$ cat config.mk
export PLATFORM = sky130hd
export DESIGN_NAME = clk_period_meter
export DESIGN_NICKNAME = d
export VERILOG_FILES = /design/src/rtl/clk_meter_pkg.sv /design/src/rtl/sync_edge_det.sv /design/src/rtl/clk_period_meter.sv
export SDC_FILE = /design/constraint.sdc
export NUM_CORES = 1
export LEC_CHECK = 0
export CORE_MARGIN = 3
export CORE_UTILIZATION = 50
export DETAILED_ROUTE_END_ITERATION = 6
export PLACE_DENSITY = 0.75
export SYNTH_ARGS = -nofsm -noshare
export SYNTH_HDL_FRONTEND = slang
export SYNTH_SLANG_ARGS = --single-unit
$ cat constraint.sdc
create_clock -name clk -period 4.3 [get_ports clk]
set_clock_uncertainty 0.1 [all_clocks]
set_input_delay 0.86 -clock clk [delete_from_list [all_inputs] [get_ports clk]]
set_output_delay 0.86 -clock clk [all_outputs]
set_load 0.02 [all_outputs]
$ cat src/rtl/clk_meter_pkg.sv
// Shared types and defaults for the clock period meter.
// FSM state encoding and default counter width.
package clk_meter_pkg;

  localparam int CNT_W_DEF = 16;

  typedef enum logic [1:0] {
    IDLE    = 2'd0,
    MEASURE = 2'd1,
    TIMEOUT = 2'd2
  } state_t;

endpackage

$ cat src/rtl/sync_edge_det.sv
// Multi-flop synchronizer for an async input plus edge detect.
// rise/fall are single-cycle strobes in the clk domain.
module sync_edge_det #(
  parameter int STAGES = 2
) (
  input  logic clk,
  input  logic rst_n,
  input  logic d,
  output logic rise,
  output logic fall
);

  logic [STAGES-1:0] syncQ;
  logic              prevQ;

  // shift the async input through the synchronizer, then the compare flop
  always_ff @(posedge clk or negedge rst_n) begin
    if (!rst_n) begin
      syncQ <= '0;
      prevQ <= 1'b0;
    end else begin
      syncQ <= {syncQ[STAGES-2:0], d};
      prevQ <= syncQ[STAGES-1];
    end
  end

  // edges from the last synchronized sample vs. its delayed copy
  always_comb begin
    rise = syncQ[STAGES-1] & ~prevQ;
    fall = ~syncQ[STAGES-1] & prevQ;
  end

endmodule

$ cat src/rtl/clk_period_meter.sv
// Measures period and high time of a slow clock in clk cycles,
// tracks frequency lock against a target and flags a stalled input.
module clk_period_meter
  import clk_meter_pkg::*;
#(
  parameter int CNT_W       = CNT_W_DEF,
  parameter int SYNC_STAGES = 2,
  parameter int LOCK_COUNT  = 4
) (
  input  logic             clk,
  input  logic             rst_n,
  input  logic             clk_in,
  input  logic [CNT_W-1:0] expected_period,
  input  logic [CNT_W-1:0] tolerance,
  input  logic             clear_err,
  output logic             meas_valid,
  output logic [CNT_W-1:0] period,
  output logic [CNT_W-1:0] high_time,
  output logic             locked,
  output logic             timeout
);

  localparam int LW = $clog2(LOCK_COUNT + 1);
  localparam logic [CNT_W-1:0] CNT_MAX = '1;
  localparam logic [CNT_W-1:0] CNT_ONE = CNT_W'(1);
  localparam logic [LW-1:0] LOCK_MAX = LW'(LOCK_COUNT);

  state_t           state;
  logic [CNT_W-1:0] cnt;
  logic [CNT_W-1:0] highQ;
  logic [LW-1:0]    lockCnt;
  logic [LW-1:0]    lockNxt;
  logic [CNT_W:0]   diff;
  logic             inTol;
  logic             rise;
  logic             fall;

  sync_edge_det #(
    .STAGES(SYNC_STAGES)
  ) u_sync (
    .clk  (clk),
    .rst_n(rst_n),
    .d    (clk_in),
    .rise (rise),
    .fall (fall)
  );

  // absolute deviation of the period just finished, one extra bit so it never wraps
  always_comb begin
    diff = '0;
    if (cnt >= expected_period)
      diff = {1'b0, cnt} - {1'b0, expected_period};
    else
      diff = {1'b0, expected_period} - {1'b0, cnt};
    inTol = (diff <= {1'b0, tolerance});
    lockNxt = (lockCnt == LOCK_MAX) ? LOCK_MAX : lockCnt + LW'(1);
  end

  // measurement FSM, counters, lock tracking and output registers
  always_ff @(posedge clk or negedge rst_n) begin
    if (!rst_n) begin
      state      <= IDLE;
      cnt        <= '0;
      highQ      <= '0;
      lockCnt    <= '0;
      meas_valid <= 1'b0;
      period     <= '0;
      high_time  <= '0;
      locked     <= 1'b0;
      timeout    <= 1'b0;
    end else begin
      meas_valid <= 1'b0;
      if (clear_err)
        timeout <= 1'b0;
      unique case (state)
        IDLE: begin
          if (rise) begin
            state <= MEASURE;
            cnt   <= CNT_ONE;
          end
        end
        MEASURE: begin
          if (rise) begin
            period     <= cnt;
            high_time  <= highQ;
            meas_valid <= 1'b1;
            cnt        <= CNT_ONE;
            if (inTol) begin
              lockCnt <= lockNxt;
              locked  <= (lockNxt == LOCK_MAX);
            end else begin
              lockCnt <= '0;
              locked  <= 1'b0;
            end
          end else begin
            if (fall)
              highQ <= cnt;
            if (cnt == CNT_MAX - CNT_ONE) begin
              // stalled input: saturate and flag; overrides clear_err
              cnt     <= CNT_MAX;
              state   <= TIMEOUT;
              timeout <= 1'b1;
              locked  <= 1'b0;
              lockCnt <= '0;
            end else begin
              cnt <= cnt + CNT_ONE;
            end
          end
        end
        TIMEOUT: begin
          if (rise) begin
            state <= MEASURE;
            cnt   <= CNT_ONE;
          end
        end
        default: state <= IDLE;
      endcase
    end
  end

endmodule

* Yosys cells after proc, flatten, opt, wreduce, memory -nomap -nowiden
Index checks and enable logic that the tools add are counted.
Storage, ports and cells: input port bits 36, register bits after elaboration 75
Operators by class: reduce and logical (&&, ||, !) cells 9, order comparisons 2, add/sub/neg operators 4, equality and inequality tests 8, multiplexer cells 22, bitwise logic cells 5
Operator list (count):
- $mux 16 | 3
- $sub 16x16->17 | 2
- $pmux 16 s2 | 1
- $le 17x16->1 | 1
- $mux 17 | 1
- $add 16x1->16 const B | 1
- $eq 16x16->1 const B | 1
- $ge 16x16->1 | 1
- $mux 3 | 4
- $mux 1 | 9
- $eq 3x3->1 const B | 2
- $mux 2 | 3
- $reduce_and 2->1 | 3
- $reduce_and 3->1 | 2
- $ne 2x2->1 const B | 2
- $pmux 2 s2 | 1
- $reduce_bool 2->1 | 2
- $add 3x1->3 const B | 1
- $not 1->1 | 3
- $and 1x1->1 | 2
- $eq 2x1->1 const B | 1
- $eq 2x2->1 const B | 1
- $logic_not 2->1 | 1
- $ne 2x1->1 const B | 1
- $reduce_or 2->1 | 1

* Longest topological paths before layout
Gate-level depths: netlist (run 1).
depth in word-level cells 5, depth in mapped cells 22, depth with buffers taken out 20

* Cells and area by module
A second synthesis (run 1) with hierarchy kept.
Second synthesis, totals: cell total of the unflattened synthesis 599, area total of the unflattened synthesis 5159.9 µm²
Modules (own cells, without submodules):
- clk_period_meter | cells each 594, seq. area each 1801.7 µm², instances 1, area each 5069.9 µm²
- sync_edge_det | cells each 5, seq. area each 75.1 µm², instances 1, area each 90.1 µm²

* Worst setup path before layout (run 1)
OpenSTA, ideal clock, no wires.
path type input port to flip-flop, start point input expected_period[10], end point register lockCnt[0], arrival 4436 ps, stages on the path 21, library setup time 95 ps, path slack -331 ps, path buffers 2, path through inv_1 ha_1 buf_6 and2_4 and3_4 a41o_1 a221o_1 or2_1 buf_6 or3_4 o31ai_2 xnor2_1 ha_1 a21oi_1 o21ai_0 nor4_1 a21oi_1 nor3_1 o31a_1 nand2_1 o31ai_1
On the way: longest elaborated chain between the ends 5, elaborated cells between the ends (all ways) 7, classes of those cells add/sub: 2; order compare: 2; mux: 3
Ends and longest elaborated chain:
- start: declaration | line clk_period_meter.sv:13 | input logic [CNT_W-1:0] expected_period,
- $sub 16x16->17 (tied with other cells) | line clk_period_meter.sv:54 | diff = {1'b0, expected_period} - {1'b0, cnt};
- $mux 17 * | line clk_period_meter.sv:51 | if (cnt >= expected_period)
- $le 17x16->1 * | line clk_period_meter.sv:55 | inTol = (diff <= {1'b0, tolerance});
- $mux 3 * | line clk_period_meter.sv:88 | if (inTol) begin
- $mux 3 * | line clk_period_meter.sv:83 | if (rise) begin
- end signal: assignment | line clk_period_meter.sv:89 | lockCnt <= lockNxt;
- end: declaration | line clk_period_meter.sv:31 | logic [LW-1:0] lockCnt;
Every way passes the cells marked *; elsewhere a longest branch is shown, timed or not. A chain may end at the register's enable or synchronous reset.

* Worst setup path after layout (run 1)
start point input expected_period[6], end point register lockCnt[0]
The elaborated chain is that of the path after synthesis.

==> results of run 1 <==
## kinds of logic after synthesis
group / after synthesis
fa+ha+maj: 54
simple gates: 104
compound gates: 145
xor+xnor: 15
flops: 75
mux: 57
buf+inv: 76
## area by class of cell
cell class	count	share of cell area [%]
multi-input cells	375	44.87
well taps	133	2.224
flip-flops and latches	75	25.08
inverters	59	3.127
clock inverters	2	0.4682
repair buffers	197	22.11
clock buffers	13	2.124
## cell usage after synthesis (3+ instances only)
cell type	number
a211oi_1	5
clkbuf_1	14
mux2_2	50
a21oi_1	31
a21o_1	26
a31oi_1	6
nor2b_1	5
dfrtp_1	75
nor2_1	19
o21a_1	4
inv_1	59
xor2_1	7
nand4_1	6
a21boi_0	7
and3_1	3
a22o_1	3
nor4_1	4
o31ai_1	6
ha_1	52
nand3_1	9
nor3_1	8
nand2_1	35
o21ai_0	35
mux2i_1	5
xnor2_1	8
and2_1	3
nand2b_1	3
## layer usage
layer  track usage (%)  up-vias  part of all wire (%)
li1                  -     2252                     -
met3             4.455       25                   6.1
met5                 0        -                     0
met4             8.950        0                   1.7
met2             45.31      170                    49
met1             34.07     2265                    43
## sequential cells by signal, indices dropped and copies added, names as in the netlist
| signal | count |
|---|---|
| lockCnt | 3 |
| locked | 1 |
| high_time | 16 |
| period | 16 |
| u_sync.prevQ | 1 |
| timeout | 1 |
| state | 2 |
| u_sync.syncQ | 2 |
| meas_valid | 1 |
| cnt | 16 |
| highQ | 16 |
## timing repair
item | in CTS | in global routing
setup endpoints to repair | 4 | 4
resized for setup | 93 | 25
pin swaps | 31 | 30
hold endpoints to repair | 0 | 0
buffers inserted | 11 | 5
## metrics by stage
step	setup slack (ns)	std cells	utilization, %
after floorplan	-0.2506	526	-
after global placement	-1.123	823	69.29
after detailed placement	-1.245	823	69.29
after CTS	-0.2643	849	74.49
after global routing	-0.5058	854	75.85
final	-0.3519	854	75.85
## how the worst max path moves through the flow
| stage | to | cells after the start | from | slack, ns |
|---|---|---|---|---|
| global placement | lockCnt[1]$_DFFE_PN0P_ | 21 | expected_period[2] | -1.12 |
| detailed placement | locked$_DFFE_PN0P_ | 21 | expected_period[3] | -1.24 |
| floorplan | locked$_DFFE_PN0P_ | 21 | expected_period[10] | -0.25 |
| finish | lockCnt[0]$_DFFE_PN0P_ | 21 | expected_period[6] | -0.35 |
| CTS | lockCnt[2]$_DFFE_PN0P_ | 22 | expected_period[12] | -0.26 |
| global route | lockCnt[0]$_DFFE_PN0P_ | 21 | expected_period[6] | -0.51 |
## report_power, final
part	switching [mW]	total, mW	leakage, nW	internal, mW
registers	0.0687	0.856	1.01	0.787
logic	0.496	1.02	2.53	0.529
clock network	0.242	0.538	0.0995	0.296
total	0.806	2.42	3.64	1.61
==> reports/results.ini, run 1 <==
[critical_path]
rr_endpoint = lockCnt[0]$_DFFE_PN0P_
path_buf_inv = 3
worstPathArrival_ns = 4.81
path_delay_family = compound AO/OA/AOI/OAI gates
worst_path_max_delay_cell = or3_4
r2r-start = cnt[12]$_DFFE_PN0P_
worstRegToRegCells = 19
worstPathRequired_ns = 4.46
end_kind = flip-flop
start_kind = input port
cp_slowest_stage_delay_ns = 0.33
crit_type = in2reg
reg2reg_slack_ns = -0.21
path_cells = clkdlybuf4s15_2 > inv_2 > ha_4 > a21oi_4 > nand2_2 > a221o_1 > o21a_1 > or2_4 > buf_6 > or3_4 > o31ai_4 > xnor2_1 > ha_1 > a21oi_2 > o21ai_1 > nor4_1 > a21oi_1 > nor3_1 > o31a_1 > nand2_2 > o31ai_4
critPathMaxFanout = 4

[logic_synthesis]
synth.distinct_cells = 56
synth_area_um2 = 5102
yosysTopAreaCell = dfrtp_1
ys_seq_area_share_pct = 36.78
syn-instance-count = 526
synth_seq_cells = 75
synthFlopType = dfrtp_1
synth_top_cell_area_share_pct = 36.78
synthMuxAreaShare_pct = 12.58
synth-edff-count = 0
async_reset_ff_share_pct = 100.0
synth_top_family_by_area = compound AO/OA/AOI/OAI gates
yosysWarnings = 0
synthXorXnorAreaFrac_pct = 2.575
synthSimpleGateAreaFrac_pct = 10.05
avgSynthCellArea_um2 = 9.700
syn_nets = 616
synthAdderAreaFrac_pct = 13.54
synthTopCellsByArea = dfrtp_1, ha_1, mux2_2
synth-compound-area-share_pct = 18.51

[placed_design]
place_area_um2 = 6835
routabilityCongestion = 0.9062
dp_hpwl_um = 11230
numPortBuffers = 70

[sta]
max_slew.worst_pin.slew_ns = 1.239
fin_crit_sh_pct = 108.2
tns_ns = -1.285
slew_headroom_pct = 17.08
holdWs_ns = 0.2503
rsz0062_at_grt = true
final.setup.worst_slack_ns = -0.3519
slew_viol_final = 0
clock.fmax_ghz = 0.2150
setup_violations = 4
hold_viol_final = 0
min_period_ns = 4.652

[clocking]
clkTransAtPathRegs_ns = 0.07
cts_tree = yes
h-tree-depth = 3
clkLatencyLatePin_ns = 0.35
clockBufferDepth = 2
ctsHoldBuffers = 0
cts_made_buffers = 9
clock-root-buffer = clkbuf_8
cts_sinks = 75

[cells_and_area]
nets = 807
final_cell_mix = buf_4, dfrtp_1, clkdlybuf4s50_1
final_common_cell = buf_4
nFillCells = 686
multi_input_area_um2 = 3357
drive_gt1_share_pct = 38.28
final_area_um2 = 7482
areaGrowthSynthToFinish_pct = 46.64
num_antenna_cells = 0
seqCellArea_um2 = 1877

[route]
vias = 4712
drc = 0
via_per_inst = 5.518
drtAntennaViolNets = 0
drt_wl_total_um = 14910
post_drt_wl_per_cell_um = 17.46
drt_pass1_iterations = 7
drt_iter0_markers = 163

[grt]
grt_use_total_pct = 26.53
grt_pass1_wl_um = 24080
antenna_found_initial = 0
overflow = 0
grt_max_degree = 76
first_global_vias = 4963

[die]
die-area_um2 = 11450
die_h_um = 107.0
start_util_pct = 51.73
die_w_um = 107.0
io-pin-count = 71
num_rows = 36
core_area_um2 = 9864

[hold_path]
min_path_type = reg2reg
min_path_cells = 0
hold_start = u_sync.syncQ[0]$_DFF_PN0_
hold-path-endpoint = u_sync.syncQ[1]$_DFF_PN0_

[pwr]
p_leak_nw = 3.637
power_density_nw_per_um2 = 323.2
irDropWorstVdd_v = 0.0003914
power.total_mw = 2.418

[status]
outcome = finished with violations
violations = setup timing

[run]
cap_violations = 0

(Power assumes the default switching activity.)
==> inputs of run 2 (changes only) <==
--- a/config.mk
+++ b/config.mk
@@ -6,9 +6,10 @@
 export NUM_CORES = 1
 export LEC_CHECK = 0
 export CORE_MARGIN = 3
-export CORE_UTILIZATION = 50
+export CORE_UTILIZATION = 58
 export DETAILED_ROUTE_END_ITERATION = 6
-export PLACE_DENSITY = 0.75
+export DONT_BUFFER_PORTS = 1
+export PLACE_DENSITY = 0.74
 export SYNTH_ARGS = -nofsm -noshare
 export SYNTH_HDL_FRONTEND = slang
 export SYNTH_SLANG_ARGS = --single-unit
==> constraint.sdc (replaced) <==
create_clock -name clk -period 4.3 [get_ports clk]
set_clock_uncertainty 0.1 [all_clocks]
set_input_delay 1.075 -clock clk [delete_from_list [all_inputs] [get_ports clk]]
set_output_delay 1.075 -clock clk [all_outputs]
set_load 0.02 [all_outputs]
==> run 2 against run 1 <==
  * The run still ends with setup timing left
  * Non-clock buffer count shrank 101
  * Die area fell by 13%
  * First-iteration DRC count rose by 9.2%
  * Combinational power is 20% lower
  * Hold slack improved by 0.0053 ns
  * Via count fell by 9.5%
  * Utilization rose by 0.48 points
  * Register-to-register slack improved by 0.32 ns
  * Routed wire length is 12% lower
  * Final cell count is 15% lower
  * Clock-buffer cell count decreased by 3
==> reports/results.ini, run 2 (synthesis results as in run 1) <==
[cells_and_area]
num_antenna_cells = 0  ; unchanged
nets = 706  ; -13%
nFillCells = 599  ; -13%
finalCoreUtilization_pct = 76.32  ; +0.48 points
final_common_cell = buf_4
drive_gt1_share_pct = 35.43  ; -2.9 points
areaGrowthSynthToFinish_pct = 25.38
stdcell_count = 726  ; -15%
final_cell_mix = buf_4, dfrtp_1, inv_1

[sta]
tns_ns = -0.4959  ; +0.7896 ns
final.setup.worst_slack_ns = -0.1392  ; +0.2127 ns
clock.fmax_ghz = 0.2253  ; +4.8%
min_period_ns = 4.439  ; -0.2127 ns
holdWs_ns = 0.2556  ; +0.005311 ns
setup_violations = 4  ; unchanged
slew_viol_final = 0  ; unchanged
rsz0062_at_grt = true
slew_headroom_pct = 24.62  ; +7.5 points
max_slew.worst_pin.slew_ns = 1.123  ; -0.1161 ns
hold_viol_final = 0  ; unchanged
fin_crit_sh_pct = 103.2  ; -4.9 points

[die]
core_area_um2 = 8382  ; -15%
num_rows = 33  ; -8.3%
start_util_pct = 60.87  ; +9.1 points
io-pin-count = 71  ; unchanged
die_h_um = 99.80  ; -6.8%
die-area_um2 = 9959  ; -13%
die_w_um = 99.80  ; -6.8%

[route]
via_per_inst = 5.872  ; +6.4%
drc = 0  ; unchanged
wl_met2_um = 6459  ; -12%
drt_iter0_markers = 178  ; +9.2%
highest_layer = met4
drt_wl_total_um = 13110  ; -12%
post_drt_wl_per_cell_um = 18.06  ; +3.5%
drtAntennaViolNets = 0  ; unchanged
wl_met1_um = 5538  ; -14%
wl_met3_um = 876  ; -3.9%
vias = 4263  ; -9.5%
drt_pass1_iterations = 5  ; -2

[grt]
antenna_found_initial = 0  ; unchanged
overflow = 0  ; unchanged
grt_max_degree = 76  ; unchanged
grt_pass1_wl_um = 21330  ; -11%
grt_use_total_pct = 27.17  ; +0.64 points
first_global_vias = 4398  ; -11%

[clocking]
cts_tree = yes
clock-root-buffer = clkbuf_8
clkLatencyLatePin_ns = 0.36  ; about the same
cts_sinks = 75  ; unchanged
h-tree-depth = 3  ; unchanged
clkTransAtPathRegs_ns = 0.08  ; about the same
cts_made_buffers = 9  ; unchanged
clockBufferDepth = 2  ; unchanged

[pwr]
power.total_mw = 2.215  ; -8.4%
p_leak_nw = 3.206  ; -12%
irDropWorstVdd_v = 0.0003639  ; -7.0%
power_density_nw_per_um2 = 346.3  ; +7.1%

[run]
cap_violations = 0  ; unchanged

[placed_design]
routabilityCongestion = 0.8957  ; -1.2%
numPortBuffers = 0  ; -100%
placed_cells = 703  ; -15%
dp_hpwl_um = 10200  ; -9.1%

[status]
outcome = finished with violations
violations = setup timing

[critical_path]
crit_type = in2reg
start_kind = input port
worstPathRequired_ns = 4.45  ; about the same
critPathMaxFanout = 4  ; unchanged
end_kind = flip-flop
reg2reg_slack_ns = 0.11  ; +0.32 ns
worstPathArrival_ns = 4.59  ; -0.22 ns

[hold_path]
min_path_type = reg2reg

==> run 2: cell count changes in the layout (fill, tap and decap cells not counted), sizes merged <==
cell           before  now
clkbuf             15   10
inv                59   61
bufinv              1    0
dlygate4sd2         4    0
clkinvlp            0    2
clkdlybuf4s15       4    0
clkinv              1    2
buf               134   96
clkdlybuf4s50      53    0
==> run 2: worst max-delay path, cell delays in order <==
cell and delay [ns]:
inv_8 0.01, ha_4 0.20, and2_4 0.17, and3_4 0.17, a41o_1 0.23, a221o_1 0.31, or2_4 0.30, buf_6 0.13
or3_4 0.33, o31ai_4 0.06, xnor2_1 0.09, ha_1 0.31, a21oi_2 0.06, o21ai_1 0.14, nor4_2 0.06, a21oi_2 0.14
nor3_1 0.06, o31a_1 0.37, buf_6 0.15, a31oi_2 0.15, nor2_1 0.05
==> run 2: worst paths after layout <==
check,start,end,cells past startpoint
max,expected_period[3],lockCnt[2]$_DFFE_PN0P_,21
min,u_sync.syncQ[0]$_DFF_PN0_,u_sync.syncQ[1]$_DFF_PN0_,0
max reg2reg,cnt[3]$_DFFE_PN0P_,lockCnt[2]$_DFFE_PN0P_,20
min reg2reg,u_sync.syncQ[0]$_DFF_PN0_,u_sync.syncQ[1]$_DFF_PN0_,0
max in group asynchronous,rst_n,cnt[9]$_DFFE_PN0P_,0
min in group asynchronous,rst_n,high_time[0]$_DFFE_PN0P_,0
==> run 2: through the flow <==
stage	setup WS [ns]	instance area (µm²)
floorplan	-0.4656	5233
global placement	-0.6539	5954
detailed placement	-0.7884	5954
CTS	-0.1443	6238
global route	-0.3038	6397
finish	-0.1392	6397
==> run 2: repair_timing <==
action | CTS | global route
setup endpoints to repair | 4 | 4
setup buffers | 4 | 3
hold buffers | 0 | 0
pin swaps | 16 | 18
cloned | 0 | 0
gates resized for setup | 21 | 28
==> run 2: cell type report <==
type | instances | area, µm² | area share (%)
Tap cell | 105 | 131.4 | 2.054
Inverter | 59 | 241.5 | 3.775
Multi-Input combinational cell | 375 | 3207 | 50.13
Sequential cell | 75 | 1877 | 29.34
Timing Repair Buffer | 96 | 757.0 | 11.83
Clock buffer | 10 | 137.6 | 2.151
Clock inverter | 6 | 46.29 | 0.7236
==> run 2: power by group <==
| group | total (mW) | switching (mW) | leakage, nW | internal (mW) |
|---|---|---|---|---|
| combinational | 0.814 | 0.400 | 2.10 | 0.414 |
| clock | 0.501 | 0.272 | 0.0893 | 0.229 |
| sequential | 0.901 | 0.114 | 1.01 | 0.787 |
| total | 2.22 | 0.786 | 3.21 | 1.43 |
==> run 2: per-layer routing <==
layer / vias up / track usage (%)
met5: - / 0
met4: 0 / 8.824
met3: 18 / 6.393
met2: 153 / 45.92
met1: 2050 / 34.48
li1: 2042 / -
